==> src/rtl/ps2_byte_if.sv <==
// rtl/ps2_byte_if.sv - byte stream from the PS/2 receiver into the key decoder
interface ps2_byte_if;
  logic       rx_done_tick;
  logic [7:0] rx_data;

  modport master (output rx_done_tick, output rx_data);
  modport slave  (input  rx_done_tick, input  rx_data);
endinterface

==> src/rtl/ps2_key_decoder.sv <==
// rtl/ps2_key_decoder.sv - scan-code set 2 decoder with held-key bitmap and player directions
module ps2_key_decoder #(
  parameter int TIMEOUT_CYCLES = 2_500_000,
  parameter int CNT_W          = 22
) (
  input  logic             clk,
  input  logic             reset,
  ps2_byte_if.slave        rx,
  output logic             key_event,
  output logic [7:0]       key_code,
  output logic             key_ext,
  output logic             key_break,
  output logic [7:0]       key_down,
  output logic [1:0]       p1_dir,
  output logic [1:0]       p2_dir,
  output logic             dir_change_tick,
  output logic             pause_tick
);

  typedef enum logic [1:0] {IDLE, EXT, BRK, EXT_BRK} state_t;

  localparam logic [CNT_W-1:0] CNT_LAST = CNT_W'(TIMEOUT_CYCLES - 1);

  state_t           state, state_nx;
  logic [CNT_W-1:0] cnt;
  logic             is_e0, is_f0;
  logic             done, done_ext, done_brk;
  logic             map_hit;
  logic [2:0]       map_idx;
  logic [1:0]       cur_dir, req_dir;
  logic             dir_ok;

  assign is_e0 = (rx.rx_data == 8'hE0);
  assign is_f0 = (rx.rx_data == 8'hF0);

  // Prefix sequencing: a byte arriving on the expiry cycle takes priority over the timeout.
  always_comb begin
    state_nx = state;
    done     = 1'b0;
    done_ext = 1'b0;
    done_brk = 1'b0;
    if (rx.rx_done_tick) begin
      case (state)
        IDLE: begin
          if (is_e0)      state_nx = EXT;
          else if (is_f0) state_nx = BRK;
          else            done     = 1'b1;
        end
        EXT: begin
          if (is_f0)      state_nx = EXT_BRK;
          else if (!is_e0) begin
            done     = 1'b1;
            done_ext = 1'b1;
            state_nx = IDLE;
          end
        end
        BRK: begin
          if (is_e0)      state_nx = EXT;
          else if (!is_f0) begin
            done     = 1'b1;
            done_brk = 1'b1;
            state_nx = IDLE;
          end
        end
        EXT_BRK: begin
          if (!is_e0 && !is_f0) begin
            done     = 1'b1;
            done_ext = 1'b1;
            done_brk = 1'b1;
            state_nx = IDLE;
          end
        end
        default: state_nx = IDLE;
      endcase
    end else if (state != IDLE && cnt == CNT_LAST) begin
      state_nx = IDLE;
    end
  end

  // Key map: bitmap index doubles as direction (low two bits) and player select (bit 2).
  always_comb begin
    map_hit = 1'b1;
    map_idx = 3'd0;
    case ({done_ext, rx.rx_data})
      9'h01D:  map_idx = 3'd0;
      9'h023:  map_idx = 3'd1;
      9'h01B:  map_idx = 3'd2;
      9'h01C:  map_idx = 3'd3;
      9'h175:  map_idx = 3'd4;
      9'h174:  map_idx = 3'd5;
      9'h172:  map_idx = 3'd6;
      9'h16B:  map_idx = 3'd7;
      default: map_hit = 1'b0;
    endcase
  end

  // Direction request is accepted only on a make that is neither a repeat nor a reversal.
  always_comb begin
    cur_dir = map_idx[2] ? p2_dir : p1_dir;
    req_dir = map_idx[1:0];
    dir_ok  = done && !done_brk && map_hit &&
              (req_dir != cur_dir) && (req_dir != (cur_dir ^ 2'b10));
  end

  // FSM state and prefix idle counter.
  always_ff @(posedge clk or posedge reset) begin
    if (reset) begin
      state <= IDLE;
      cnt   <= '0;
    end else begin
      state <= state_nx;
      if (rx.rx_done_tick || state == IDLE) cnt <= '0;
      else                                  cnt <= cnt + 1'b1;
    end
  end

  // Registered key event, held bitmap, directions and ticks.
  always_ff @(posedge clk or posedge reset) begin
    if (reset) begin
      key_event       <= 1'b0;
      key_code        <= 8'h00;
      key_ext         <= 1'b0;
      key_break       <= 1'b0;
      key_down        <= 8'h00;
      p1_dir          <= 2'b01;
      p2_dir          <= 2'b11;
      dir_change_tick <= 1'b0;
      pause_tick      <= 1'b0;
    end else begin
      key_event       <= done;
      dir_change_tick <= dir_ok;
      pause_tick      <= done && !done_ext && !done_brk && (rx.rx_data == 8'h76);
      if (done) begin
        key_code  <= rx.rx_data;
        key_ext   <= done_ext;
        key_break <= done_brk;
        if (map_hit) key_down[map_idx] <= !done_brk;
      end
      if (dir_ok) begin
        if (map_idx[2]) p2_dir <= req_dir;
        else            p1_dir <= req_dir;
      end
    end
  end

endmodule

==> src/flat_wrapper.sv <==
// flat-port wrapper written by rule: the top's interface ports become plain ports
module ps2_key_decoder_flat 
#(
  parameter int TIMEOUT_CYCLES = 2_500_000,
  parameter int CNT_W          = 22
)
  (clk, reset, key_event, key_code, key_ext, key_break, key_down, p1_dir, p2_dir, dir_change_tick, pause_tick, rx_rx_done_tick, rx_rx_data);
  ps2_byte_if rx_i ();
  input  logic clk;
  input  logic reset;
  output logic key_event;
  output logic [7:0] key_code;
  output logic key_ext;
  output logic key_break;
  output logic [7:0] key_down;
  output logic [1:0] p1_dir;
  output logic [1:0] p2_dir;
  output logic dir_change_tick;
  output logic pause_tick;
  input wire logic [$bits(rx_i.rx_done_tick)-1:0] rx_rx_done_tick;
  input wire logic [$bits(rx_i.rx_data)-1:0] rx_rx_data;
  assign rx_i.rx_done_tick = rx_rx_done_tick;
  assign rx_i.rx_data = rx_rx_data;
  ps2_key_decoder #(.TIMEOUT_CYCLES(TIMEOUT_CYCLES), .CNT_W(CNT_W)) u_core (.clk(clk), .reset(reset), .rx(rx_i), .key_event(key_event), .key_code(key_code), .key_ext(key_ext), .key_break(key_break), .key_down(key_down), .p1_dir(p1_dir), .p2_dir(p2_dir), .dir_change_tick(dir_change_tick), .pause_tick(pause_tick));
endmodule
==> config.mk <==
export PLATFORM = sky130hd
export DESIGN_NAME = ps2_key_decoder_flat
export DESIGN_NICKNAME = d
export VERILOG_FILES = /design/src/rtl/ps2_byte_if.sv /design/src/rtl/ps2_key_decoder.sv /design/src/flat_wrapper.sv
export SDC_FILE = /design/constraint.sdc
export NUM_CORES = 1
export LEC_CHECK = 0
export CORE_ASPECT_RATIO = 1.5
export CORE_UTILIZATION = 38
export DETAILED_ROUTE_END_ITERATION = 10
export DONT_BUFFER_PORTS = 1
export SLEW_MARGIN = 40
export SYNTH_ARGS = -nofsm -noshare
export SYNTH_HDL_FRONTEND = slang
export SYNTH_SLANG_ARGS = --single-unit
==> constraint.sdc <==
create_clock -name clk -period 1.81 [get_ports clk]
set_input_delay 0.2715 -clock clk [delete_from_list [all_inputs] [get_ports clk]]
set_output_delay 0.2715 -clock clk [all_outputs]
set_load 0.01 [all_outputs]
==> results of run 1 <==
## cell usage after synthesis, drive strengths merged (2+ instances only)
master  count  area [µm²]
nor2       25       93.84
nor4        8       50.05
nand3       9       45.04
mux2        8       90.09
nand4       3       18.77
nor3b       2       15.01
nor4b       4       50.05
nor3        9       45.04
and3        3       18.77
or3         6       37.54
or3b        3       26.28
xor2        9       78.83
and2        3       18.77
or4         2       15.01
mux2i       4       40.04
dfstp       3       78.83
nand3b      3       22.52
o21ai      11       58.81
or2         3       18.78
nand4b      2       17.52
dfrtp      46        1151
inv        10       37.54
nand2      44       165.2
a21oi       6       30.03
xnor2       8       70.07
clkbuf      5       18.77
## per-layer routing
layer | wire (µm) | vias to the layer above | share of wire [%] | track usage (%)
met5 | 0 | - | 0 | 0
met4 | 188 | 0 | 3.3 | 9.329
met3 | 181 | 16 | 3.2 | 4.072
met2 | 3195 | 39 | 56 | 34.42
met1 | 2153 | 955 | 38 | 19.18
li1 | - | 965 | - | -
## report_power, final
part           switching, mW  internal (mW)
combinational         0.0720         0.0552
clock                  0.364          0.346
sequential            0.0371           1.13
## sequential cells by signal, indices dropped and copies added, names as in the netlist, 2 cells and up
signal and cells:
u_core.cnt 22, u_core.p1_dir 2, u_core.key_down 8, u_core.key_code 8, u_core.state 2, u_core.p2_dir 2
## worst max-delay path, stage by stage
cell and delay, ns:
or3b_1 0.38, or4_4 0.43, o211a_1 0.16, or2_4 0.27, nor4b_4 0.27, mux2_4 0.32
## cells by family after synthesis
logic type      synth area share (%)
simple gates                   27.38
flops                          49.92
compound gates                 7.974
xor+xnor                       6.044
buf+inv                        2.895
mux                            5.282
fa+ha+maj                     0.5078
## repair_timing
| item | 4_1_cts | 5_1_grt |
|---|---|---|
| resized for setup | 5 | 10 |
| buffers inserted | 1 | 3 |
| endpoints found under the hold margin | 16 | 0 |
| hold buffers | 1 | 0 |
| endpoints found under the setup margin | 8 | 13 |
| pin swaps | 1 | 6 |
## area by class of cell
type / instances / area [µm²] / share of cell area, %
well taps: 74 / 92.59 / 3.072
inverters: 11 / 41.29 / 1.370
multi-input cells: 188 / 1245 / 41.30
flip-flops and latches: 49 / 1231 / 40.85
repair buffers: 40 / 302.8 / 10.05
clock inverters: 1 / 5.005 / 0.1660
clock buffers: 7 / 96.34 / 3.196
## path summary, 6_finish.rpt
kind	slack, ns	cells past startpoint	to
setup / recovery	-0.1	6	u_core.key_down[1]
hold / removal	0.07	2	u_core.key_code[7]
setup reg to reg	-0.02	7	u_core.key_down[2]
hold reg to reg	0.50	2	u_core.p2_dir[1]
max in group asynchronous	0.83	3	u_core.p1_dir[0]
min in group asynchronous	0.39	2	u_core.key_down[4]
## per-stage QoR
step                      utilization, %  total power, mW
after floorplan                        -            1.265
after global placement             45.21            1.307
after detailed placement           45.21            1.309
after CTS                          47.46            2.034
after global routing               48.47            2.095
final                              48.47            2.001
==> qor.txt, run 1 <==
# fillers: 589
Reg2reg start: u_core.state[0]
First-pass GRT wire length: 9.522 mm
Worst setup margin: -0.09545 ns
#FFs+latches synth: 49
Maximum VDD drop: 0.4447 mV
Pre-antenna DRT Iters: 4
Design Area, Final: 3014 µm²
F_max: 524.8 MHz
Final ANT Viol Nets: 0
Vias per inst: 5.338
Post-synth cell types: 47
Share of layout cells above drive strength 1: 27.70%
Core area: 6218 µm²
Worst-Skew Late Latency: 0.30 ns
Synthesized area per cell: 9.699 µm²
Static Leak: 1.307 nW
Vias in the first global route: 2076
H-tree depth: 2
CP Launch Point: rx_rx_data[4]
DP HPWL: 4.275 mm
Netlist Area Pre-Place: 2464 µm²
Failing checks: setup timing
Antenna violations before repair: 0
Min-delay src: rx_rx_data[7]
Chip height: 100.6 µm
Final Hold Vio Count: 0
Gr usage total: 18.80%
Critical path arrival: 2.10 ns
Synth Flop Type: dfrtp_1
Non-filler cells, final: 370
Pins Over Slew Limit: 0
Final period utilization: 105.3%
Clk slew on worst S/H paths: 0.09 ns
Seq/Total Area, Yosys: 49.92%
Type of origin of the critical path: primary input
Final Setup Violations: 7
Post-Place Worst Slack: -0.5034 ns
Die area: 6816 µm²
TritonCTS Buffers: 5
PortBufs: 0
Commonest cells after routing, fill and taps aside: 45 x dfrtp_1, 44 x nand2_1, 39 x buf_4, 25 x nor2_1
Die X-Extent: 67.74 µm
Placer Congestion: 0.8739
Vias: 1975
Drt wl/cell: 15.45 µm
# Max-Cap Violations: 0
Clk sinks: 49
Overflow after GRT: 0
Starting DRT DRC Count: 105
Cell Count Post-Placement: 357
Residual DRC count: 0
Worst Hold Class: primary input to flop
FP Rows: 35
RSZ-0062 raised after global routing: yes
WL final: 5.718 mm
Layout Skew: 0.01075 ns
Cells after Synth: 254
N_diodes: 0
Mapped Nets: 266
Initial core utilization: 39.62%
Num ports: 36
CP Class: primary input to flop
Commonest non-fill, non-tap cell in the layout: dfrtp_1
Area post-placement: 2811 µm²
CP Max Fanout: 8
Root buf cell: clkbuf_8
Area growth, synth to finish: 22.35%
Worst Path Required: 2.00 ns
Relative slew slack: 75.14%
Setup TNS: -0.3240 ns
Post-synth EDFFs: 0
TritonCTS clock tree: done
Nets@finish: 307
YS warnings: 0
WHS: 0.06601 ns
Worst-Margin Slew: 0.3723 ns
FFs w/ async S/R, synth: 100.0%
Min Tclk post-route: 1.905 ns
Clock buffer depth: 2
Largest net degree at the start of global routing: 23
Pwr Density: 663.9 nW/µm²
Worst Setup End Kind: flop
Status: finished with violations
(Power assumes the default switching activity.)
==> inputs of run 2 (changes only) <==
--- a/config.mk
+++ b/config.mk
@@ -5,10 +5,13 @@
 export SDC_FILE = /design/constraint.sdc
 export NUM_CORES = 1
 export LEC_CHECK = 0
+export CELL_PAD_IN_SITES_DETAIL_PLACEMENT = 1
+export CELL_PAD_IN_SITES_GLOBAL_PLACEMENT = 2
 export CORE_ASPECT_RATIO = 1.5
-export CORE_UTILIZATION = 38
+export CORE_UTILIZATION = 35
 export DETAILED_ROUTE_END_ITERATION = 10
 export DONT_BUFFER_PORTS = 1
+export PLACE_DENSITY_LB_ADDON = 0.1
 export SLEW_MARGIN = 40
 export SYNTH_ARGS = -nofsm -noshare
 export SYNTH_HDL_FRONTEND = slang
==> qor.txt, run 2 (synthesis results as in run 1) <==
WHS: 0.05935 ns
Largest net degree at the start of global routing: 34
Maximum VDD drop: 0.3939 mV
Slowest-stage cell, CP: or4_4
Initial core utilization: 35.96%
CP Launch Point: rx_rx_data[4]
Area post-placement: 2844 µm²
Net Sw Frac: 25.16%
Max stage delay on crit path: 0.43 ns
Critical path arrival: 2.09 ns
R2r endpoint: u_core.p1_dir[1]
Vias in the first global route: 2231
Fin util: 45.01%
NetSw: 0.4920 mW
Internal Power: 1.464 mW
Share of power burned in registers: 59.6%
Bufs and invs on worst path: 0
Worst reg-to-reg setup slack: 0.04 ns
Worst Hold Class: primary input to flop
F_max: 528.6 MHz
Worst-Margin Slew: 0.3993 ns
WL met2: 3.753 mm
DP HPWL: 4.724 mm
Min-delay src: rx_rx_data[4]
Type of origin of the critical path: primary input
Status: finished with violations
Highest routed layer: met4
Gr usage total: 19.37%
First-pass GRT wire length: 10.89 mm
Worst Setup End Kind: flop
H-tree depth: 2
Failing checks: DRC, setup timing
Chip height: 104.8 µm
Top Family by Delay on Critical Path: simple AND/OR/NAND/NOR gates
Worst Path Required: 2.01 ns
Share of layout cells above drive strength 1: 29.57%
Drt wl/cell: 16.93 µm
Root buf cell: clkbuf_8
Starting DRT DRC Count: 55
Static Leak: 1.348 nW
Crit path cell chain: or3b_4 > or4_4 > o211a_1 > or2_4 > nor4b_4 > mux2_4
Wl on met1: 2.356 mm
Area growth, synth to finish: 25.19%
Min Tclk post-route: 1.892 ns
Design Area, Final: 3084 µm²
TritonCTS clock tree: done
Post-Place Worst Slack: -0.5560 ns
Total power: 1.956 mW
Final Setup Violations: 4
Biggest register: u_core.cnt
Num ports: 36
Final period utilization: 104.5%
Final ANT Viol Nets: 0
Worst R2R Path Depth: 6
Crit path capture: u_core.key_down[1]
# fillers: 791
RSZ-0062 raised after global routing: yes
Wire length on met3: 155 µm
Overflow after GRT: 0
Worst setup margin: -0.08171 ns
PortBufs: 0
Antenna violations before repair: 0
Nets@finish: 312
Commonest non-fill, non-tap cell in the layout: dfrtp_1
Combinational power share: 7.5%
Layout Skew: 0.01180 ns
Part of the power in the clock network: 32.9%
Clock buffer depth: 2
WL final: 6.418 mm
Die area: 7385 µm²
Die X-Extent: 70.50 µm
Vias: 2007
Pwr Density: 634.1 nW/µm²
Vias per inst: 5.296
Core area: 6852 µm²
Final Hold Vio Count: 0
Relative slew slack: 72.62%
Commonest cells after routing, fill and taps aside: 44 x dfrtp_1, 43 x buf_4, 41 x nand2_1, 25 x nor2_1
CP Class: primary input to flop
Stages on the worst setup path: 6
Clk slew on worst S/H paths: 0.09 ns
Residual DRC count: 14
FP Rows: 37
Cell Count Post-Placement: 363
# Max-Cap Violations: 0
Setup TNS: -0.1751 ns
Non-filler cells, final: 379
Worst-Skew Late Latency: 0.31 ns
CP Max Fanout: 8
Placer Congestion: 0.7150
Regs by FF count: u_core.cnt x22, u_core.key_code x8, u_core.key_down x8
TritonCTS Buffers: 5
Clk sinks: 49
Reg2reg start: u_core.state[0]
Max reg flops: 22
Pre-antenna DRT Iters: 6
Pins Over Slew Limit: 0
N_diodes: 0
==> run 2: worst min-delay path by stage <==
stage                          to  slack [ns]  cells after the start
2_1_floorplan  u_core.key_code[0]        0.38                      2
3_5_place_dp        u_core.cnt[7]        0.16                      1
5_1_grt           u_core.state[0]        0.06                      1
3_3_place_gp        u_core.cnt[6]        0.17                      1
6_report          u_core.state[0]        0.06                      1
4_1_cts        u_core.key_code[5]        0.04                      2
==> run 2: final cells by class <==
class	instances	area [µm²]	share of cell area, %
multi-input combinational	188	1279	41.46
clock inverter	1	5.005	0.1623
sequential	49	1232	39.96
inverter	11	41.29	1.339
tap	78	97.59	3.164
timing repair buffer	45	352.8	11.44
clock buffer	7	76.32	2.475
==> run 2: per-layer routing <==
metal / global-route usage [%] / up-vias
met5: 0 / -
met4: 8.746 / 0
met3: 3.857 / 9
li1: - / 965
met1: 19.49 / 1006
met2: 37.24 / 27
==> run 2: power groups by stage <==
stage	Sequential (mW)	Clock (mW)	Combinational, mW
global placement	1.19	0	0.126
global route	1.17	0.714	0.164
finish	1.17	0.644	0.146
CTS	1.17	0.688	0.142
detailed placement	1.19	0	0.129
floorplan	1.18	0	0.0863
==> run 2: repair_timing <==
action                                 4_1_cts  5_1_grt
hold buffers                                 1        0
cloned                                       0        0
setup endpoints to repair                    9       12
pin swaps                                    6        5
endpoints found under the hold margin       16        0
resized for setup                            9       14
setup buffers                                1        6
